--- config.mk ---
export PLATFORM = sky130hd
export DESIGN_NAME = router_reg
export DESIGN_NICKNAME = d
export VERILOG_FILES = /design/src/rtl/router_pkg.sv /design/src/rtl/router_parity_calc.sv /design/src/rtl/router_reg.sv
export SDC_FILE = /design/constraint.sdc
export NUM_CORES = 1
export LEC_CHECK = 0
export CAP_MARGIN = 10
export CORE_MARGIN = 8
export CORE_UTILIZATION = 47
export CTS_CLUSTER_DIAMETER = 40
export DETAILED_ROUTE_END_ITERATION = 7
export PLACE_DENSITY = 0.77
export SYNTH_ARGS = -nofsm -noshare
export SYNTH_HDL_FRONTEND = slang
export SYNTH_SLANG_ARGS = --single-unit
--- constraint.sdc ---
create_clock -name clk -period 1.1 [get_ports clk]
set_clock_uncertainty 0.1 [all_clocks]
set_input_delay 0.11 -clock clk [delete_from_list [all_inputs] [get_ports clk]]
set_output_delay 0.11 -clock clk [all_outputs]
set_load 0.005 [all_outputs]
--- src/rtl/router_pkg.sv ---
// Shared widths, address and FSM encodings for the 1-to-3 packet router.
package router_pkg;

   localparam int unsigned DATA_W = 8;
   localparam int unsigned ADDR_W = 2;

   localparam logic [ADDR_W-1:0] ADDR_INVALID = 2'b11;

   typedef logic [DATA_W-1:0] byte_t;

   localparam byte_t BYTE_ZERO = 8'h00;

   localparam logic [2:0] DECODE_ADDRESS     = 3'd0;
   localparam logic [2:0] LOAD_FIRST_DATA    = 3'd1;
   localparam logic [2:0] LOAD_DATA          = 3'd2;
   localparam logic [2:0] FIFO_FULL_STATE    = 3'd3;
   localparam logic [2:0] LOAD_AFTER_FULL    = 3'd4;
   localparam logic [2:0] LOAD_PARITY        = 3'd5;
   localparam logic [2:0] CHECK_PARITY_ERROR = 3'd6;
   localparam logic [2:0] WAIT_TILL_EMPTY    = 3'd7;

   function automatic byte_t parity_acc(input byte_t acc, input byte_t b);
      return acc ^ b;
   endfunction

endpackage

--- src/rtl/router_parity_calc.sv ---
// Running XOR parity over header and payload, captured parity byte, and
// the registered mismatch flag.
module router_parity_calc
   import router_pkg::*;
(
   input  logic  clk,
   input  logic  rstn,
   input  logic  detect_addr_i,
   input  logic  lfd_state_i,
   input  logic  ld_state_i,
   input  logic  full_state_i,
   input  logic  pkt_valid_i,
   input  logic  parity_done_i,
   input  byte_t din_i,
   input  byte_t hdr_i,
   output logic  error_o
);

   byte_t int_parity_q, int_parity_d;
   byte_t pkt_parity_q, pkt_parity_d;
   logic  error_q, error_d;

   // Next-state for parity accumulators and error flag; new packet clears first.
   always_comb begin
      int_parity_d = int_parity_q;
      pkt_parity_d = pkt_parity_q;
      error_d      = error_q;
      if (detect_addr_i) begin
         int_parity_d = BYTE_ZERO;
      end else if (lfd_state_i) begin
         int_parity_d = parity_acc(int_parity_q, hdr_i);
      end else if (ld_state_i && pkt_valid_i && !full_state_i) begin
         int_parity_d = parity_acc(int_parity_q, din_i);
      end else begin
         int_parity_d = int_parity_q;
      end
      if (ld_state_i && !pkt_valid_i) begin
         pkt_parity_d = din_i;
      end else begin
         pkt_parity_d = pkt_parity_q;
      end
      if (detect_addr_i) begin
         error_d = 1'b0;
      end else if (parity_done_i) begin
         error_d = (int_parity_q != pkt_parity_q);
      end else begin
         error_d = error_q;
      end
   end

   // Parity state registers.
   always_ff @(posedge clk or negedge rstn) begin
      if (!rstn) begin
         int_parity_q <= BYTE_ZERO;
         pkt_parity_q <= BYTE_ZERO;
         error_q      <= 1'b0;
      end else begin
         int_parity_q <= int_parity_d;
         pkt_parity_q <= pkt_parity_d;
         error_q      <= error_d;
      end
   end

   assign error_o = error_q;

endmodule

--- src/rtl/router_reg.sv ---
// router_reg: header latch, FIFO write-data path and parity status of the router.
// Parity checking is built only when ROUTER_REG_PARITY_CHECK_EN is defined.
module router_reg
   import router_pkg::*;
(
   input  logic              clk,
   input  logic              rstn,
   input  logic              pkt_valid,
   input  logic              fifo_full,
   input  logic              rst_int_reg,
   input  logic              detect_addr,
   input  logic              ld_state,
   input  logic              laf_state,
   input  logic              full_state,
   input  logic              lfd_state,
   input  logic [DATA_W-1:0] din,
   output logic              parity_done,
   output logic              low_pkt_valid,
   output logic              error,
   output logic [DATA_W-1:0] dout
);

   byte_t hdr_q, hdr_d;
   byte_t full_q, full_d;
   byte_t dout_q, dout_d;
   logic  parity_done_q, parity_done_d;
   logic  low_pkt_valid_q, low_pkt_valid_d;
   logic  error_s;

   // Header capture and write-bus selection; a byte arriving on a full FIFO is parked.
   always_comb begin
      hdr_d  = hdr_q;
      full_d = full_q;
      dout_d = dout_q;
      if (detect_addr && pkt_valid && (din[ADDR_W-1:0] != ADDR_INVALID)) begin
         hdr_d = din;
      end else begin
         hdr_d = hdr_q;
      end
      if (lfd_state) begin
         dout_d = hdr_q;
      end else if (ld_state && !fifo_full) begin
         dout_d = din;
      end else if (ld_state && fifo_full) begin
         full_d = din;
      end else if (laf_state) begin
         dout_d = full_q;
      end else begin
         dout_d = dout_q;
      end
   end

   // Packet-end status flags; clears take priority over sets.
   always_comb begin
      low_pkt_valid_d = low_pkt_valid_q;
      parity_done_d   = parity_done_q;
      if (rst_int_reg) begin
         low_pkt_valid_d = 1'b0;
      end else if (ld_state && !pkt_valid) begin
         low_pkt_valid_d = 1'b1;
      end else begin
         low_pkt_valid_d = low_pkt_valid_q;
      end
      if (detect_addr) begin
         parity_done_d = 1'b0;
      end else if ((ld_state && !fifo_full && !pkt_valid) ||
                   (laf_state && low_pkt_valid_q && !parity_done_q)) begin
         parity_done_d = 1'b1;
      end else begin
         parity_done_d = parity_done_q;
      end
   end

   // Datapath and status registers.
   always_ff @(posedge clk or negedge rstn) begin
      if (!rstn) begin
         hdr_q           <= BYTE_ZERO;
         full_q          <= BYTE_ZERO;
         dout_q          <= BYTE_ZERO;
         parity_done_q   <= 1'b0;
         low_pkt_valid_q <= 1'b0;
      end else begin
         hdr_q           <= hdr_d;
         full_q          <= full_d;
         dout_q          <= dout_d;
         parity_done_q   <= parity_done_d;
         low_pkt_valid_q <= low_pkt_valid_d;
      end
   end

`ifdef ROUTER_REG_PARITY_CHECK_EN
   router_parity_calc u_parity_calc (
      .clk           (clk),
      .rstn          (rstn),
      .detect_addr_i (detect_addr),
      .lfd_state_i   (lfd_state),
      .ld_state_i    (ld_state),
      .full_state_i  (full_state),
      .pkt_valid_i   (pkt_valid),
      .parity_done_i (parity_done_q),
      .din_i         (din),
      .hdr_i         (hdr_q),
      .error_o       (error_s)
   );
`else
   logic unused_s;
   assign unused_s = full_state;
   assign error_s  = 1'b0;
`endif

   assign dout          = dout_q;
   assign parity_done   = parity_done_q;
   assign low_pkt_valid = low_pkt_valid_q;
   assign error         = error_s;

endmodule

==> impl_results.md, run 1 <==
* Outcome: finished clean
* Synth Register Bits at 26
* Synthesis Warnings at 0
* Reg2reg path depth at 3
* Via count at about 900
* Pwr dens at 1360 mW/mm2
* Synth Area in Compound Gates at about 14%
* R2r setup slk at approximately 0.030 ns
* Final Power at about 0.0022 W
* Clock share of power at 21.3%
* First-pass GRT wire length at 4.52 mm
* Via/cell ratio at about 5.3
* Final nets at between 150 and 200
* Maximum vdd drop at about 0.0011 V
* Ant. Diodes at 0
* Critical path arrival at 1.19 ns
* R2R Path Start: low_pkt_valid$_DFFE_PN0P_
* Initial antenna violation count at 0
* Final ANT Viol Nets at 0
* CTS H-Tree Depth at 1
* FMAX at slightly above 900 MHz
* Core region area at 0.00241 mm2
* Mux share of post-synthesis cell area at between 10% and 20%
* Vias in the first global route at between 900 and 1000
* Largest area contributor in the netlist: dfrtp_1
* Final setup fails at 0
* CTS Buf Count at 3
* Critical path class: in2reg
* First drt pass iteration count at 4
* Post-synth ARST share at 100%
* GRT Util Overall at 13.5%
* Final critical-path required period at around 1.1 ns
* Worst path required time at 1.21 ns
* Num Clock Sinks at 26
* CP Capture Type: flip-flop
* Post-synth EDFFs at 0
* Comb power frac at about a quarter
* Net Sw Frac at approximately 25%
* Util after Layout at roughly two thirds
* Flop pwr share at 54.4%
* Avg WL per Cell at 15.9 um
* PortBufs at 26
* Sw Pwr at ~0.00056 W
* Largest net degree at the start of global routing at 27
* Clock Tree Buf Depth at 2
* Post-synth cell types at 20
* Routed WL at 2.74 mm
* Share of layout cells above drive strength 1 at around 40%
* Count leader, synth: dfrtp_1
* Root Driver: clkbuf_4
* Combinational family with the most area after synthesis: compound AO/OA/AOI/OAI gates
* Worst Setup EP: dout[4]$_DFFE_PN0P_
* Leakage at 0.774 nW
* Synth Instances at between 90 and 100
* DRC at 0
* Post-Syn Nets at about 110
* Mapped cell area at roughly 0.0012 mm2
* Final hold violation count at 0
* Rows at 18
* Post-synthesis xor/xnor area fraction at 0%
* Top cells by area, synth: dfrtp_1 56%, mux2_2 14%, a221o_1 6.9%, nand2b_1 4.9%, o21ai_0 3.5%
* Most frequent cells after synthesis: 26 x dfrtp_1, 14 x mux2_2, 9 x nand2_1, 9 x nand2b_1
* Simple-Gate Fraction of Synth Area at a little over an eighth
* GRT overflow at 0
* Max capacitance violation total at 0
* Largest fanout on the critical path at 4
* Avg Synthesized Cell Area at around 12 um2
* 1st-iter DRT viols at 26
* Synthesized-area fraction occupied by adder cells at 0%
* CTS tree: built
* R2R Path End: parity_done$_DFFE_PN0P_
* Startpoint types: input port
* Period utilization at just under 100%
* GP Congestion at between 0.7 and 0.8
* Initial Utilization at between 40% and 50%
* Yosys top cell area share at between 50% and 60%
* DPL Wire Length at ~2 mm
* Post-synth top flop: dfrtp_1
* Internal at 0.00165 W
* RSZ-0062 raised after global routing: yes
* Die area at around 0.0043 mm2
* Worst Setup SP: ld_state
* Die Height at between 60 and 70 um
* Hold crit path type: in2async
* Worst-Skew Late Latency at just over 0.3 ns
* Die X-Extent at about 66 um
* P&R area growth vs syn at 41.0%
* I/O pin cnt at 29
* Final Max Tran Viols at 0
* Worst-path clk slew at approximately 0.13 ns
* Seq/Total Area, Yosys at 56.3%
critical path: stages:
cell           delay (ns)
dlygate4sd2_1        0.31
and2b_2              0.23
nor3_4               0.06
buf_4                0.14
a221o_1              0.34
flip-flops by register name (all words and copies together), names as in the netlist:
signal	flops
hdr_q	8
parity_done	1
full_q	8
low_pkt_valid	1
dout	8
power by group through the flow:
stage | Sequential [W] | Clock [W] | Combinational (W)
finish | 0.00121 | 0.000473 | 0.000537
global route | 0.00122 | 0.000525 | 0.000594
CTS | 0.00120 | 0.000492 | 0.000530
detailed placement | 0.00123 | 0 | 0.000528
global placement | 0.00122 | 0 | 0.000509
floorplan | 0.00121 | 0 | 0.000233
through the flow:
step | setup slack [ns] | area [um2] | hold slack, ns | setup TNS [ns] | std cells
after floorplan | 0.0664 | 1160 | -0.286 | 0 | 94
after global placement | -0.645 | 1550 | 0.380 | -11.62 | 159
after detailed placement | -0.737 | 1550 | 0.383 | -12.85 | 159
after CTS | 0.00988 | 1620 | 0.0212 | 0 | 171
after global routing | -0.0451 | 1630 | 0.0336 | -0.100 | 172
final | 0.0230 | 1630 | 0.0235 | 0 | 172
placed cells by master, fill, tap and decap left out:
cell type and n:
a221oi_2 1, mux2_2 14, and2b_2 1, nand2b_2 1, clkbuf_4 3, buf_12 2
conb_1 1, nor2_1 4, dlygate4sd2_1 8, buf_4 19, buf_2 10, nand2b_1 8
clkdlybuf4s50_1 8, nor2b_4 2, o22a_1 2, dlygate4sd3_1 1, a221o_1 8, clkbuf_8 1
nand2_2 1, o21ai_0 8, a21oi_1 1, nand3b_4 1, dfrtp_1 26, inv_1 1
nand2_1 8, nor3_4 1, a21o_1 1
logic make-up (layout without fill, tap and decap cells):
| family | count (synthesis) | count (layout) |
|---|---|---|
| multiplexers | 14 | 14 |
| other | 1 | 1 |
| buffers and inverters | 5 | 53 |
| AND/OR/NAND/NOR | 27 | 27 |
| flip-flops | 26 | 26 |
| AO/OA/AOI/OAI | 21 | 21 |
worst min path at each step:
stage	slack (ns)	depth (start not counted)	startpoint	to
2_1_floorplan	-0.29	0	rstn	dout[0]$_DFFE_PN0P_
3_3_place_gp	0.38	2	rstn	hdr_q[1]$_DFFE_PN0P_
3_5_place_dp	0.38	2	rstn	hdr_q[1]$_DFFE_PN0P_
4_1_cts	0.02	2	rstn	hdr_q[1]$_DFFE_PN0P_
5_1_grt	0.03	2	rstn	dout[2]$_DFFE_PN0P_
6_report	0.02	2	rstn	hdr_q[1]$_DFFE_PN0P_
layer usage:
layer  routed length [um]  vias to the layer above  part of all wire (%)  global-route usage, %
met5                    0                        -                     0                      0
li1                     -                      433                     -                      -
met1                 1140                      449                    42                   14.6
met4                   36                        0                   1.3                   6.81
met2                 1420                       18                    52                   24.0
met3                  131                        4                   4.8                   3.23
timing repair:
item	4_1_cts	5_1_grt
hold buffers	1	0
resized for setup	56	1
pin swaps	1	0
setup buffers	7	1
endpoints found under the hold margin	1	0
setup endpoints to repair	32	8
cell type report:
type                            count  area, um2
Tap cell                           30       37.5
Fill cell                         185        779
Multi-Input combinational cell     63        509
Inverter                            1       3.75
Sequential cell                    26        651
Timing Repair Buffer               48        393
Clock buffer                        4       36.3
Power figures use the tool's default switching activity.
==> run 2: changes to the inputs <==
--- a/config.mk
+++ b/config.mk
@@ -6,7 +6,6 @@
 export NUM_CORES = 1
 export LEC_CHECK = 0
 export CAP_MARGIN = 10
-export CORE_MARGIN = 8
 export CORE_UTILIZATION = 47
 export CTS_CLUSTER_DIAMETER = 40
 export DETAILED_ROUTE_END_ITERATION = 7
==> constraint.sdc (replaced) <==
create_clock -name clk -period 1.1 [get_ports clk]
set_clock_uncertainty 0.1 [all_clocks]
set_input_delay 0.11 -clock clk [delete_from_list [all_inputs] [get_ports clk]]
set_output_delay 0.11 -clock clk [all_outputs]
set_load 0.05 [all_outputs]
==> impl_results.md, run 2 (synthesis gave the netlist of run 1 again) <==
* Root Driver: clkbuf_4
* Max capacitance violation total at 0 (unchanged)
* Maximum vdd drop at 0.00147 V (+32%)
* Multi-input logic area at 493 um2 (-3.2%)
* First drt pass iteration count at 4 (unchanged)
* Startpoint types: flip-flop
* Fin area at 0.00173 mm2 (+6.2%)
* PortBufs at 26 (unchanged)
* Outcome: finished with violations
* Worst-Skew Late Latency at 0.32 ns (about the same)
* Reg2reg path depth at 3 (unchanged)
* RSZ-0062 raised after global routing: yes
* Area after DPL at 0.00166 mm2 (+7.5%)
* R2R Path End: parity_done$_DFFE_PN0P_
* Routed WL at 2.81 mm (+2.5%)
* Leakage at 0.768 nW (-0.77%)
* CTS Buf Count at 3 (unchanged)
* WP buf/inv at 1 (-1)
* Clock share of power at 18.3% (-3.0 points)
* Top delay family on crit path: flip-flops
* Internal at 0.00180 W (+9.1%)
* 1st-iter DRT viols at 13 (-50%)
* Final ANT Viol Nets at 0 (unchanged)
* First-pass GRT wire length at 4.46 mm (-1.4%)
* GRT overflow at 0 (unchanged)
* Setup TNS Final at -0.331 ns (-0.331 ns)
* Final setup fails at 10 (+10)
* Commonest non-fill, non-tap cell in the layout: dfrtp_1
* Comb power frac at 33.7% (+9.5 points)
* Flop pwr share at 48.1% (-6.3 points)
* P&R area growth vs syn at 49.8%
* Worst-path clk slew at 0.14 ns (about the same)
* Post-CTS Hold Buffers at 0 (-1)
* Via count at 906 (+0.22%)
* Ant. Diodes at 0 (unchanged)
* CTS H-Tree Depth at 1 (unchanged)
* Slowest stage cell on the critical path: dfrtp_2
* Commonest cells after routing, fill and taps aside: 17 x dfrtp_1, 14 x mux2_2, 13 x buf_4, 12 x buf_12
* Final Power at 0.00262 W (+18%)
* Die Height at 51.6 um (-21%)
* DRC at 0 (unchanged)
* CP Capture Type: output pin
* Clock Tree Buf Depth at 2 (unchanged)
* Period utilization at 104% (+6.1 points)
* I/O pin cnt at 29 (unchanged)
* Share of layout cells above drive strength 1 at 44.1% (+4.0 points)
* Die X-Extent at 51.6 um (-21%)
* Via/cell ratio at 5.52 (+5.1%)
* Initial Utilization at 51.3% (+3.3 points)
* Avg WL per Cell at 17.1 um (+7.5%)
* Final Max Tran Viols at 0 (unchanged)
* Worst path required time at 0.89 ns (-0.32 ns)
* Failing checks: negative setup slack
* Final nets at 155 (-3.7%)
* Final hold violation count at 0 (unchanged)
* CP peak stage delay at 0.46 ns (+0.12 ns)
* Sw Pwr at 0.000816 W (+45%)
* Pwr dens at 1510 mW/mm2 (+11%)
* GP Congestion at 0.766 (+6.6%)
* R2r setup slk at 0.02 ns (about the same)
* FMAX at 874 MHz (-5.9%)
* Largest fanout on the critical path at 2 (-2)
* GRT Util Overall at 23.4% (+9.8 points)
* Rows at 17 (-1)
* Initial antenna violation count at 0 (unchanged)
* Critical path arrival at 0.93 ns (-0.26 ns)
* Die area at 0.00266 mm2 (-38%)
* Critical path class: reg2out
* R2R Path Start: low_pkt_valid$_DFFE_PN0P_
* Vias in the first global route at 943 (-3.7%)
* CTS tree: built
* Storage cell area at 662 um2 (+1.7%)
* Util after Layout at 76.8% (+9.2 points)
* Net Sw Frac at 31.1% (+5.8 points)
* Fillers at 153 (-17%)
* DPL Wire Length at 1.85 mm (-4.9%)
* Num Clock Sinks at 26 (unchanged)
* Core region area at 0.00225 mm2 (-6.4%)
* Hold crit path type: in2async
* Crit-path cells: buf_12
* Largest net degree at the start of global routing at 27 (unchanged)
* Final critical-path required period at 1.14 ns (+0.0672 ns)
* Worst Slack Setup Final at -0.0441 ns (-0.0672 ns)
==> run 2: cell count changes in the layout (fill, tap and decap cells not counted), moves of 2 or more <==
cell / delta
buf_2: -10
dfrtp_2: +9
buf_12: +10
dfrtp_1: -9
dlygate4sd2_1: -2
buf_4: -6
==> run 2: how the worst max path moves through the flow <==
| stage | from | endpoint | cells past startpoint |
|---|---|---|---|
| 2_1_floorplan | parity_done$_DFFE_PN0P_ | parity_done$_DFFE_PN0P_ | 2 |
| 3_3_place_gp | laf_state | dout[7]$_DFFE_PN0P_ | 5 |
| 3_5_place_dp | ld_state | dout[0]$_DFFE_PN0P_ | 5 |
| 4_1_cts | dout[5]$_DFFE_PN0P_ | dout[5] | 1 |
| 5_1_grt | low_pkt_valid$_DFFE_PN0P_ | low_pkt_valid | 1 |
| 6_report | low_pkt_valid$_DFFE_PN0P_ | low_pkt_valid | 1 |
==> run 2: timing repair <==
item,CTS,global route
setup endpoints to repair,32,12
pin swaps,1,0
resized for setup,13,2
buffers inserted,1,1
==> run 2: metal layers <==
| metal | up-vias | GRT usage, % | share of wire, % |
|---|---|---|---|
| met1 | 455 | 28.8 | 40 |
| met4 | 0 | 7.66 | 0.96 |
| met5 | - | 0 | 0 |
| li1 | 423 | - | - |
| met2 | 24 | 42.0 | 55 |
| met3 | 4 | 2.92 | 3.9 |
==> run 2: final cells by class <==
cell class | count | share of cell area [%]
inverters | 1 | 0.217
repair buffers | 42 | 29.0
clock buffers | 4 | 2.10
multi-input cells | 63 | 28.5
well taps | 28 | 2.02
flip-flops and latches | 26 | 38.2
==> run 2: worst register-to-register path: stages (launching register included) <==
cell	delay [ns]
dfrtp_2	0.46
buf_6	0.13
a221oi_2	0.23
nor2_1	0.07
==> run 2: through the flow <==
stage | hold slack, ns | std cells | setup slack, ns
after floorplan | -0.286 | 94 | 0.0156
final | 0.0287 | 164 | -0.0441
after global routing | 0.0226 | 164 | -0.0820
after CTS | 0.0260 | 163 | -0.0530
after global placement | 0.381 | 158 | -0.485
after detailed placement | 0.383 | 158 | -0.525
==> run 2: power groups by stage <==
stage	Combinational (W)	Clock (W)	Sequential (W)
5_1_grt	0.000930	0.000530	0.00128
6_report	0.000882	0.000478	0.00126
3_5_place_dp	0.000868	0	0.00127
3_3_place_gp	0.000842	0	0.00127
2_1_floorplan	0.000240	0	0.00142
4_1_cts	0.000873	0.000492	0.00126
